[src/rtl/mode_power_encoder_pkg.sv]
// Shared definitions for the climate-channel config word: widths, FSM states
// and the single definition of how power parity maps to heat/cool mode.
package mode_power_encoder_pkg;

    localparam int CONF_W    = 8;
    localparam int MAX_POWER = 8;

    typedef enum logic [1:0] {
        IDLE = 2'd0,
        RAMP = 2'd1,
        DONE = 2'd2
    } state_t;

    // Odd power is heat (1), even power is cool (0).
    function automatic logic power_mode(input logic [3:0] power);
        return power[0];
    endfunction

endpackage

[src/rtl/mode_power_encoder_step_timer.sv]
// Step tick generator: counts 0..STEP_CYCLES-1 while not cleared and pulses
// tick on the last count, so a step lands every STEP_CYCLES cycles.
module mode_power_encoder_step_timer #(
    parameter int STEP_CYCLES = 4
) (
    input  logic clk,
    input  logic rst_n,
    input  logic i_clr,
    output logic o_tick
);

    localparam logic [7:0] LAST = 8'(STEP_CYCLES - 1);

    logic [7:0] r_cnt;

    assign o_tick = !i_clr && (r_cnt == LAST);

    always_ff @(posedge clk or negedge rst_n) begin
        if (!rst_n) begin
            r_cnt <= 8'd0;
        end else if (i_clr || r_cnt == LAST) begin
            r_cnt <= 8'd0;
        end else begin
            r_cnt <= r_cnt + 8'd1;
        end
    end

endmodule

[src/rtl/mode_power_encoder.sv]
// Drives a thermometer-coded channel config word toward a requested power and
// mode, one bit per step, so the downstream decoder recovers exactly that pair.
module mode_power_encoder
    import mode_power_encoder_pkg::*;
#(
    parameter int STEP_CYCLES = 4
) (
    input  logic       clk,
    input  logic       rst_n,
    input  logic       req_valid,
    output logic       req_ready,
    input  logic [3:0] req_power,
    input  logic       req_mode,
    input  logic       abort,
    output logic [7:0] chs_conf,
    output logic [3:0] chs_cur_power,
    output logic       busy,
    output logic       done,
    output logic       err
);

    state_t            r_state;
    logic [CONF_W-1:0] r_conf;
    logic [3:0]        r_cur;
    logic [3:0]        r_target;
    logic              r_done;
    logic              r_err;

    logic              w_clr;
    logic              w_tick;
    logic              w_up;
    logic [3:0]        w_next_cur;

    // Timer only runs in RAMP; an abort clears it and suppresses a coincident step.
    assign w_clr      = (r_state != RAMP) || abort;
    assign w_up       = r_target > r_cur;
    assign w_next_cur = w_up ? r_cur + 4'd1 : r_cur - 4'd1;

    mode_power_encoder_step_timer #(
        .STEP_CYCLES(STEP_CYCLES)
    ) u_step_timer (
        .clk   (clk),
        .rst_n (rst_n),
        .i_clr (w_clr),
        .o_tick(w_tick)
    );

    always_ff @(posedge clk or negedge rst_n) begin
        if (!rst_n) begin
            r_state  <= IDLE;
            r_conf   <= '0;
            r_cur    <= 4'd0;
            r_target <= 4'd0;
            r_done   <= 1'b0;
            r_err    <= 1'b0;
        end else begin
            r_done <= 1'b0;
            r_err  <= 1'b0;
            case (r_state)
                IDLE: begin
                    if (req_valid) begin
                        if (req_power > 4'(MAX_POWER)) begin
                            r_err <= 1'b1;
                        end else if (req_mode != power_mode(req_power)) begin
                            r_err <= 1'b1;
                        end else if (req_power == r_cur) begin
                            r_state <= DONE;
                            r_done  <= 1'b1;
                        end else begin
                            r_target <= req_power;
                            r_state  <= RAMP;
                        end
                    end
                end
                RAMP: begin
                    if (abort) begin
                        r_state <= IDLE;
                    end else if (w_tick) begin
                        // Shifting keeps the word thermometer-coded: one bit per step.
                        r_conf <= w_up ? {r_conf[CONF_W-2:0], 1'b1}
                                       : {1'b0, r_conf[CONF_W-1:1]};
                        r_cur  <= w_next_cur;
                        if (w_next_cur == r_target) begin
                            r_state <= DONE;
                            r_done  <= 1'b1;
                        end
                    end
                end
                DONE: begin
                    r_state <= IDLE;
                end
                default: begin
                    r_state <= IDLE;
                end
            endcase
        end
    end

    assign req_ready     = (r_state == IDLE);
    assign busy          = (r_state == RAMP);
    assign chs_conf      = r_conf;
    assign chs_cur_power = r_cur;
    assign done          = r_done;
    assign err           = r_err;

endmodule
[config.mk]
export PLATFORM = sky130hd
export DESIGN_NAME = mode_power_encoder
export DESIGN_NICKNAME = d
export VERILOG_FILES = /design/src/rtl/mode_power_encoder_pkg.sv /design/src/rtl/mode_power_encoder_step_timer.sv /design/src/rtl/mode_power_encoder.sv
export SDC_FILE = /design/constraint.sdc
export NUM_CORES = 1
export LEC_CHECK = 0
export CORE_MARGIN = 2
export CORE_UTILIZATION = 52
export DETAILED_ROUTE_END_ITERATION = 7
export PLACE_DENSITY = 0.77
export RECOVER_POWER = 100
export SYNTH_ARGS = -nofsm -noshare
export SYNTH_HDL_FRONTEND = slang
export SYNTH_SLANG_ARGS = --single-unit
[constraint.sdc]
create_clock -name clk -period 3.7 [get_ports clk]
set_input_delay 0.74 -clock clk [delete_from_list [all_inputs] [get_ports clk]]
set_output_delay 0.74 -clock clk [all_outputs]
set_load 0.02 [all_outputs]
==> summary.md, run 1 <==
The flow ran to the end, but the final reports show violations. The checks that failed: capacitance limit, slew limit. For the number of warning messages in the yosys log, the log shows 0. For this design, the sink count on the clock tree is 28.

The number of placement rows is 19, and the number of flops mapped to enable cells by yosys is 0. The number of top-level pins is 25, and the maximum cell stage delay along the critical path is 460 ps. Once detail routing completed, the nets flagged for antenna violations numbered 0.

The min-delay analysis places its worst path in the category flop to flop. The run gives 314 MHz as the maximum achievable frequency. For the pin count of the biggest net entering global routing, the log shows 29. The number of levels the H-tree was split into was 1; the post-cts gate resize count was 0.

In the layout the commonest cells are 28 x sky130_fd_sc_hd__dfrtp_1, 19 x sky130_fd_sc_hd__dlygate4sd3_1, 16 x sky130_fd_sc_hd__nand2_1, 11 x sky130_fd_sc_hd__o21ai_0, 10 x sky130_fd_sc_hd__nor2_1. The clock edge transition at the registers on the reported setup and hold paths is 150 ps, and the layout net count is 188. The max-capacitance violation count was 1. The violation count after the first detailed-routing iteration came out at 38. Layout-stage area growth over the synthesis result: 16.7%. Among all flip-flop cells after synthesis, the most frequent one is sky130_fd_sc_hd__dfrtp_1. The detailed-route wire length was 2.86 mm; the number of detailed-route iterations in the first pass was 4.

The post-CTS setup repair buffer count was 0. The tools report the cell internal power dissipation as 0.489 mW. The detailed router placed 1071 vias in this run. Kind of critical path: flop to flop. Synthesized area per cell: 10.8 sq um. Detailed placement finished with a half-perimeter wire length of 2.14 mm. The total overflow left after global routing is 0.

IR analysis of the VDD net gives a maximum drop of 0.315 mV. Counting flops and latches in the post-synthesis netlist gives 28. The critical path goes through inv_1 -> ha_1 -> nor2b_1 -> o211ai_1 -> a21oi_1 -> inv_1 -> ha_1 -> a21o_1 -> a21oi_1 -> xnor2_1 -> xnor3_1 -> o21ai_0 -> nand2b_1. The average wire per cell in the routed design works out to 14.2 um. Once placement finished, the instance area stood at 1800 sq um. The die area is 3410 sq um.

The initial antenna violation count is 0. The tools report the final setup skew as 5.33 ps. The most critical setup path has its startpoint at chs_cur_power[1]. The worst pin sits at a relative slew slack of -1.04%. In this run the critical register-to-register path is launched from chs_cur_power[1].

For this run, the register share of the synthesized area comes to 45.6%. The tools report the buffer levels on the longest clock path as 2. The library cell used most frequently in the layout, excluding fill and tap cells, is sky130_fd_sc_hd__dfrtp_1.

The initial utilization of the core area, before any placement, comes to 55.3%. Subtracting the final worst setup slack from the clock period gives 3180 ps. Measured along the y axis, the die boundary spans 58.4 um. The final setup slack of the worst path is 518 ps.

The tools report the area inside the core boundary as 2780 sq um. The weighted congestion reported at the end of routability-driven placement is 0.866. The tools report the number of global-route vias before repair as 1097.

The final cell area excluding filler cells came out at 1790 sq um. The total setup violations reported at the end of the flow was 0. The post-route netlist has 8.24% of its cells at a drive strength greater than 1.

For the hold violation count in the final report, the log shows 0. The share of flip-flops with an asynchronous set or reset after synthesis came out at 100%. Dividing total power by cell area gives a power density of 389 nW/um^2.

The part of the power in the clock network came out at 21.4%. The total standard cell area after synthesis is 1540 sq um. The first global-routing pass estimated 4.97 mm of wire.

Hold timing on the final database bottoms out at a slack of 498 ps. For this run, design rule violations remaining after detail routing come to 0. TritonCTS built the clock tree.

Fraction of power consumed by sequential logic: 48.0%. The startpoint identified for the worst hold timing path is u_step_timer.r_cnt[0]. Kind of end point of the critical path: a flop. The tools report the overall global routing resource usage as 19.2%. In the routed layout, each cell is associated on average with a via count of 5.33. The highest net fanout along the worst path came out at 5.

For the count of cell types in the netlist, the log shows 36. Data arrives at the worst endpoint at 3410 ps. OpenSTA, run right after detailed placement, puts the worst setup slack at 753 ps. The standby leakage power was 0.855 nW. Net switching is 30.1% of the power. The share of the clock period used by the worst path after layout was 86.0%.

The startpoint kind of the worst setup timing path is a flop. Setup repair after global routing left no endpoint under its margin. The pin slew with the least headroom to its limit is 1520 ps, and the portion of total power attributed to combinational logic is 30.6%. The run gives 29 as the max-slew violation count.

For the number of buffers inserted during clock tree synthesis, the log shows 3. The later pin in the worst-skew pair is clocked with a latency of 320 ps. Adding up every negative setup slack in the final design gives 0 ps.

Synthesis handed over a netlist of 143 instances. The switching power summed over all nets came out at 0.210 mW. The tools report the critical path required time as 3930 ps. Number of buffers added to fix hold violations after cts: 0. Among all stages on the critical path, the largest delay is contributed by sky130_fd_sc_hd__a21oi_1. Synthesized net count: 160.

The floorplan step set the die width to 58.4 um. Count of inserted antenna diode cells: 0. The tools report the buffer type at the clock tree root as sky130_fd_sc_hd__clkbuf_4. The number of buffer cells added on primary ports is 24.
final cells by class:
cell class                 instances  area [sq um]
fill                             258           987
clock buffer                       4          36.3
sequential                        28           701
inverter                           7          26.3
multi-input combinational        105           741
timing repair buffer              26           251
tap                               31          38.8
per-stage QoR:
stage | power [mW] | utilization (%) | instances
final | 0.699 | 64.5 | 201
after global routing | 0.741 | 64.5 | 201
after CTS | 0.715 | 66.2 | 201
after detailed placement | 0.565 | 64.9 | 197
after global placement | 0.556 | 64.9 | 197
after floorplan | 0.505 | - | 143
power groups by stage:
stage                     logic, mW  registers (mW)  clock network [mW]
final                         0.214           0.335               0.150
after global routing          0.237           0.338               0.166
after CTS                     0.225           0.336               0.155
after detailed placement      0.223           0.342                   0
after global placement        0.216           0.340                   0
after floorplan               0.166           0.339                   0
critical path: cells and delay by family (launching register included):
| family | cells | cell delay, ps |
|---|---|---|
| AOI/OAI and AO/OA | 5 | 1080 |
| adders and majority gates | 2 | 600 |
| xor gates and xnor gates | 2 | 480 |
| DFF | 1 | 450 |
| buffers and inverters | 2 | 260 |
| and+or+nand+nor | 2 | 200 |
routing by layer:
layer	GRT usage (%)	vias to the layer above	share of wire [%]	wire, um
met3	2.86	2	3.6	103
met2	31.9	19	50	1420
met5	0	-	0	0
met1	25.9	514	46	1320
met4	5.98	0	0.56	16
li1	-	536	-	-
synth_stat cells (2+ instances only):
library cell / number / area (sq um)
sky130_fd_sc_hd__ha_1: 7 / 87.6
sky130_fd_sc_hd__nand2b_1: 4 / 25.0
sky130_fd_sc_hd__mux2_2: 4 / 45.0
sky130_fd_sc_hd__and3_1: 3 / 18.8
sky130_fd_sc_hd__o21ai_1: 4 / 20.0
sky130_fd_sc_hd__nand2_1: 15 / 56.3
sky130_fd_sc_hd__nor2b_1: 3 / 18.8
sky130_fd_sc_hd__a21oi_1: 4 / 20.0
sky130_fd_sc_hd__nand3_1: 4 / 20.0
sky130_fd_sc_hd__nor2_1: 10 / 37.5
sky130_fd_sc_hd__inv_1: 7 / 26.3
sky130_fd_sc_hd__mux2i_1: 6 / 60.1
sky130_fd_sc_hd__xnor2_1: 9 / 78.8
sky130_fd_sc_hd__dfrtp_1: 28 / 701
sky130_fd_sc_hd__o21ai_2: 8 / 70.1
sky130_fd_sc_hd__o22ai_1: 2 / 12.5
sky130_fd_sc_hd__xor2_1: 5 / 43.8
sky130_fd_sc_hd__buf_6: 2 / 22.5
cell families (layout without fill, tap and decap cells):
| kind of cell | after synthesis | count (layout) | share of synthesized area, % |
|---|---|---|---|
| buffers and inverters | 10 | 37 | 3.50 |
| flip-flops | 28 | 28 | 45.6 |
| multiplexers | 10 | 10 | 6.83 |
| AND/OR/NAND/NOR | 49 | 49 | 16.8 |
| AO/OA/AOI/OAI | 22 | 22 | 9.85 |
| XOR/XNOR | 16 | 16 | 10.5 |
| adder cells (fa/ha/maj) | 8 | 8 | 7.00 |
final timing paths:
path | to | slack, ps | cells after the start
worst min-delay path | u_step_timer.r_cnt[0] | 500 | 1
worst max-delay path | r_state[0] | 520 | 13
min in group asynchronous | r_target[0] | 1290 | 2
max in group asynchronous | u_step_timer.r_cnt[5] | 1540 | 2
worst max register to register | r_state[0] | 520 | 13
worst min register to register | u_step_timer.r_cnt[0] | 500 | 1
state kept, by name, indices dropped and copies added (netlist names):
register,count
chs_conf,8
u_step_timer.r_cnt,8
err,1
r_target,4
r_state,2
done,1
chs_cur_power,4
Power figures use the tool's default switching activity.
==> run 2, diff against run 1 <==
--- a/config.mk
+++ b/config.mk
@@ -5,9 +5,11 @@
 export SDC_FILE = /design/constraint.sdc
 export NUM_CORES = 1
 export LEC_CHECK = 0
+export CORE_ASPECT_RATIO = 0.9
 export CORE_MARGIN = 2
 export CORE_UTILIZATION = 52
 export DETAILED_ROUTE_END_ITERATION = 7
+export GPL_ROUTABILITY_DRIVEN = 0
 export PLACE_DENSITY = 0.77
 export RECOVER_POWER = 100
 export SYNTH_ARGS = -nofsm -noshare
==> run 2 against run 1 <==
The run still ends with capacitance limit, slew limit left. First-iteration DRC count shrank 58%. Clock-buffer cell count is 1 lower. Non-clock buffer count did not move. Setup slack barely moved. Global-route usage fell by 0.35 points. Register-to-register slack barely moved. Power up 7.6%. Clock power up 37%. Critical path type unchanged. Largest cell class unchanged. Highest routed layer unchanged.
==> summary.md, run 2 (synthesis gave the netlist of run 1 again) <==
The clock latency of the later-clocked register in the worst-skew pair was 340 ps (was 320 ps). The first-pass GRT wire length was 4.92 mm (was 4.97 mm); the number of buffers added to fix hold violations after cts was 0 (unchanged). The critical path required time was 3960 ps (was 3930 ps); the number of buffer cells added on primary ports was 24 (unchanged). The total setup violations reported at the end of the flow came out at 0 (unchanged). The average wire per cell in the routed design came out at 13.6 um (was 14.2 um).

The pin count of the biggest net entering global routing came out at 29 (unchanged). The run finished, with violations left. The highest net fanout along the worst path is 10 (was 5), and the final cell area excluding filler cells is 1820 sq um (was 1790 sq um).

For the detailed-route wire length, the log shows 2.86 mm (about the same). The detailed placement HPWL came out at 2.10 mm (was 2.14 mm). Commonest non-fill, non-tap cells in the layout: 28 x sky130_fd_sc_hd__dfrtp_1, 18 x sky130_fd_sc_hd__dlygate4sd3_1, 16 x sky130_fd_sc_hd__nand2_1, 11 x sky130_fd_sc_hd__o21ai_0, 10 x sky130_fd_sc_hd__nor2_1 (was 28 x sky130_fd_sc_hd__dfrtp_1, 19 x sky130_fd_sc_hd__dlygate4sd3_1, 16 x sky130_fd_sc_hd__nand2_1, 11 x sky130_fd_sc_hd__o21ai_0, 10 x sky130_fd_sc_hd__nor2_1). TritonCTS built the clock tree. The number of fill cells in the layout is 254 (was 258), and the violation count after the first detailed-routing iteration is 16 (was 38). The layout net count is 188 (unchanged), and the number of placement rows is 18 (was 19). The share of the clock period used by the worst path after layout came out at 86.0% (about the same). Leading cell type in the layout, fill and taps excluded: sky130_fd_sc_hd__dfrtp_1 (unchanged).

The max-slew violation count was 29 (unchanged); the total number of vias was 1097 (was 1071). The final setup slack of the worst path came out at 518 ps (about the same). The tools report the startpoint kind of the worst setup timing path as a flop (unchanged). The minimum hold slack was 512 ps (was 498 ps); the relative slew slack was -0.856% (was -1.04%). The count of inserted antenna diode cells is 0 (unchanged), and the post-route setup TNS is 0 ps (unchanged). The die area is 3410 sq um (about the same). The share of the core filled with cells is 65.8% (was 64.5%), and the number of global-route vias before repair is 1092 (was 1097).

The run gives 0 (unchanged) as the initial antenna violation count. The tools report the number of top-level pins as 25 (unchanged). The total power density per cell area came out at 413 nW/um^2 (was 389 nW/um^2). Cell-by-cell listing of the critical path: inv_1 -> ha_1 -> and4_1 -> a21oi_1 -> buf_4 -> inv_1 -> ha_1 -> a21o_1 -> a21oi_1 -> xnor2_1 -> xnor3_1 -> o21ai_0 -> nand2b_1 (was inv_1 -> ha_1 -> nor2b_1 -> o211ai_1 -> a21oi_1 -> inv_1 -> ha_1 -> a21o_1 -> a21oi_1 -> xnor2_1 -> xnor3_1 -> o21ai_0 -> nand2b_1).

The data arrival at the endpoint of the critical path was 3440 ps (was 3410 ps); the number of levels the H-tree was split into was 1 (unchanged). The kind of critical path is flop to flop (unchanged). The overall global routing resource usage was 18.8% (was 19.2%); the clock edge transition at the registers on the reported setup and hold paths was 170 ps (was 150 ps).

The maximum cell stage delay along the critical path was 500 ps (was 460 ps); the maximum VDD drop was 0.173 mV (was 0.315 mV). The logs give 0.860 nW (was 0.855 nW) for the standby leakage power and 1 (unchanged) for the max-capacitance violation count. Post-route minimum period: 3180 ps (about the same).

The tools report the kind of end point of the critical path as a flop (unchanged). The number of nets still failing antenna checks after routing was 0 (unchanged). The layout-stage area growth over the synthesis result is 18.5% (was 16.7%). The run gives 2 (unchanged) as the buffer levels on the longest clock path. The area inside the core boundary is 2770 sq um (was 2780 sq um).

Setup repair after global routing left no endpoint under its margin. The number of detailed-route iterations in the first pass was 4 (unchanged); the number of buffers inserted during clock tree synthesis was 3 (unchanged). Hold violation count in the final report: 0 (unchanged). The number of vias per cell is 5.22 (was 5.33), and the total number of clock tree sinks is 28 (unchanged). The logs give 0 (unchanged) for the post-cts gate resize count and 0 (unchanged) for the final routed DRC violation total. The tools report the final setup skew as 19.1 ps (was 5.33 ps). The path type of the worst min-delay path was flop to flop (unchanged). The buffer type at the clock tree root was sky130_fd_sc_hd__clkbuf_4 (unchanged).

The die extent in x was 61.3 um (was 58.4 um). The minimum setup slack after placement is 661 ps (was 753 ps), and the global-route congestion overflow total is 0 (unchanged). The height of the die is 55.6 um (was 58.4 um). The maximum achievable frequency came out at 314 MHz (about the same). The layout cell share with drive strength beyond 1 was 8.24% (unchanged). Cell at the slowest stage of the critical path: sky130_fd_sc_hd__dfrtp_1 (was sky130_fd_sc_hd__a21oi_1).

For the effective utilization at floorplan, the log shows 55.5% (was 55.3%). The pin slew with the least headroom to its limit came out at 1510 ps (was 1520 ps). The post-CTS setup repair buffer count was 0 (unchanged). The tools report the placement-stage cell area as 1820 sq um (was 1800 sq um). Violations in the final reports: capacitance limit, slew limit (unchanged).
[run 2: cell types whose count changed in the layout (fill, tap and decap cells not counted), sizes merged]
cell and change:
clkdlybuf4s50 +1, bufinv +1, clkbuf -1, dlygate4sd3 -1
[run 2: critical path, delay by kind of cell (launching register included)]
kind	cells	cell delay, ps
buffers and inverters	3	420
AOI/OAI and AO/OA	4	840
xor gates and xnor gates	2	510
DFF	1	500
adders and majority gates	2	590
and+or+nand+nor	2	230
[run 2: worst paths after layout]
path | from | end | slack [ps] | cells after the start
setup / recovery | chs_cur_power[3] | r_state[0] | 520 | 13
hold / removal | u_step_timer.r_cnt[0] | u_step_timer.r_cnt[0] | 510 | 1
setup reg to reg | chs_cur_power[3] | r_state[0] | 520 | 13
hold reg to reg | u_step_timer.r_cnt[0] | u_step_timer.r_cnt[0] | 510 | 1
max in group asynchronous | rst_n | chs_cur_power[1] | 1540 | 2
min in group asynchronous | rst_n | done | 1270 | 2
[run 2: where the power goes]
| group | internal (mW) | switching [mW] |
|---|---|---|
| combinational | 0.106 | 0.104 |
| sequential | 0.322 | 0.0146 |
| clock | 0.110 | 0.0957 |
[run 2: per-layer routing]
layer  track usage (%)  up-vias  wire length (um)
li1                  -      534                 -
met1              28.9      533              1410
met2              26.9       26              1280
met3              3.72        4               130
met4              5.59        0                36
met5                 0        -                 0
[run 2: layout make-up]
cell class	instances	area (sq um)	area share (%)
Multi-Input combinational cell	105	741	40.7
Tap cell	40	50.0	2.75
Inverter	7	26.3	1.44
Clock inverter	1	30.0	1.65
Timing Repair Buffer	26	251	13.8
Sequential cell	28	701	38.5
Clock buffer	3	22.5	1.24
[run 2: per-stage QoR]
stage / instances / total power, mW
after CTS: 210 / 0.766
after global routing: 210 / 0.790
after floorplan: 143 / 0.505
after global placement: 206 / 0.557
after detailed placement: 206 / 0.564
final: 210 / 0.752
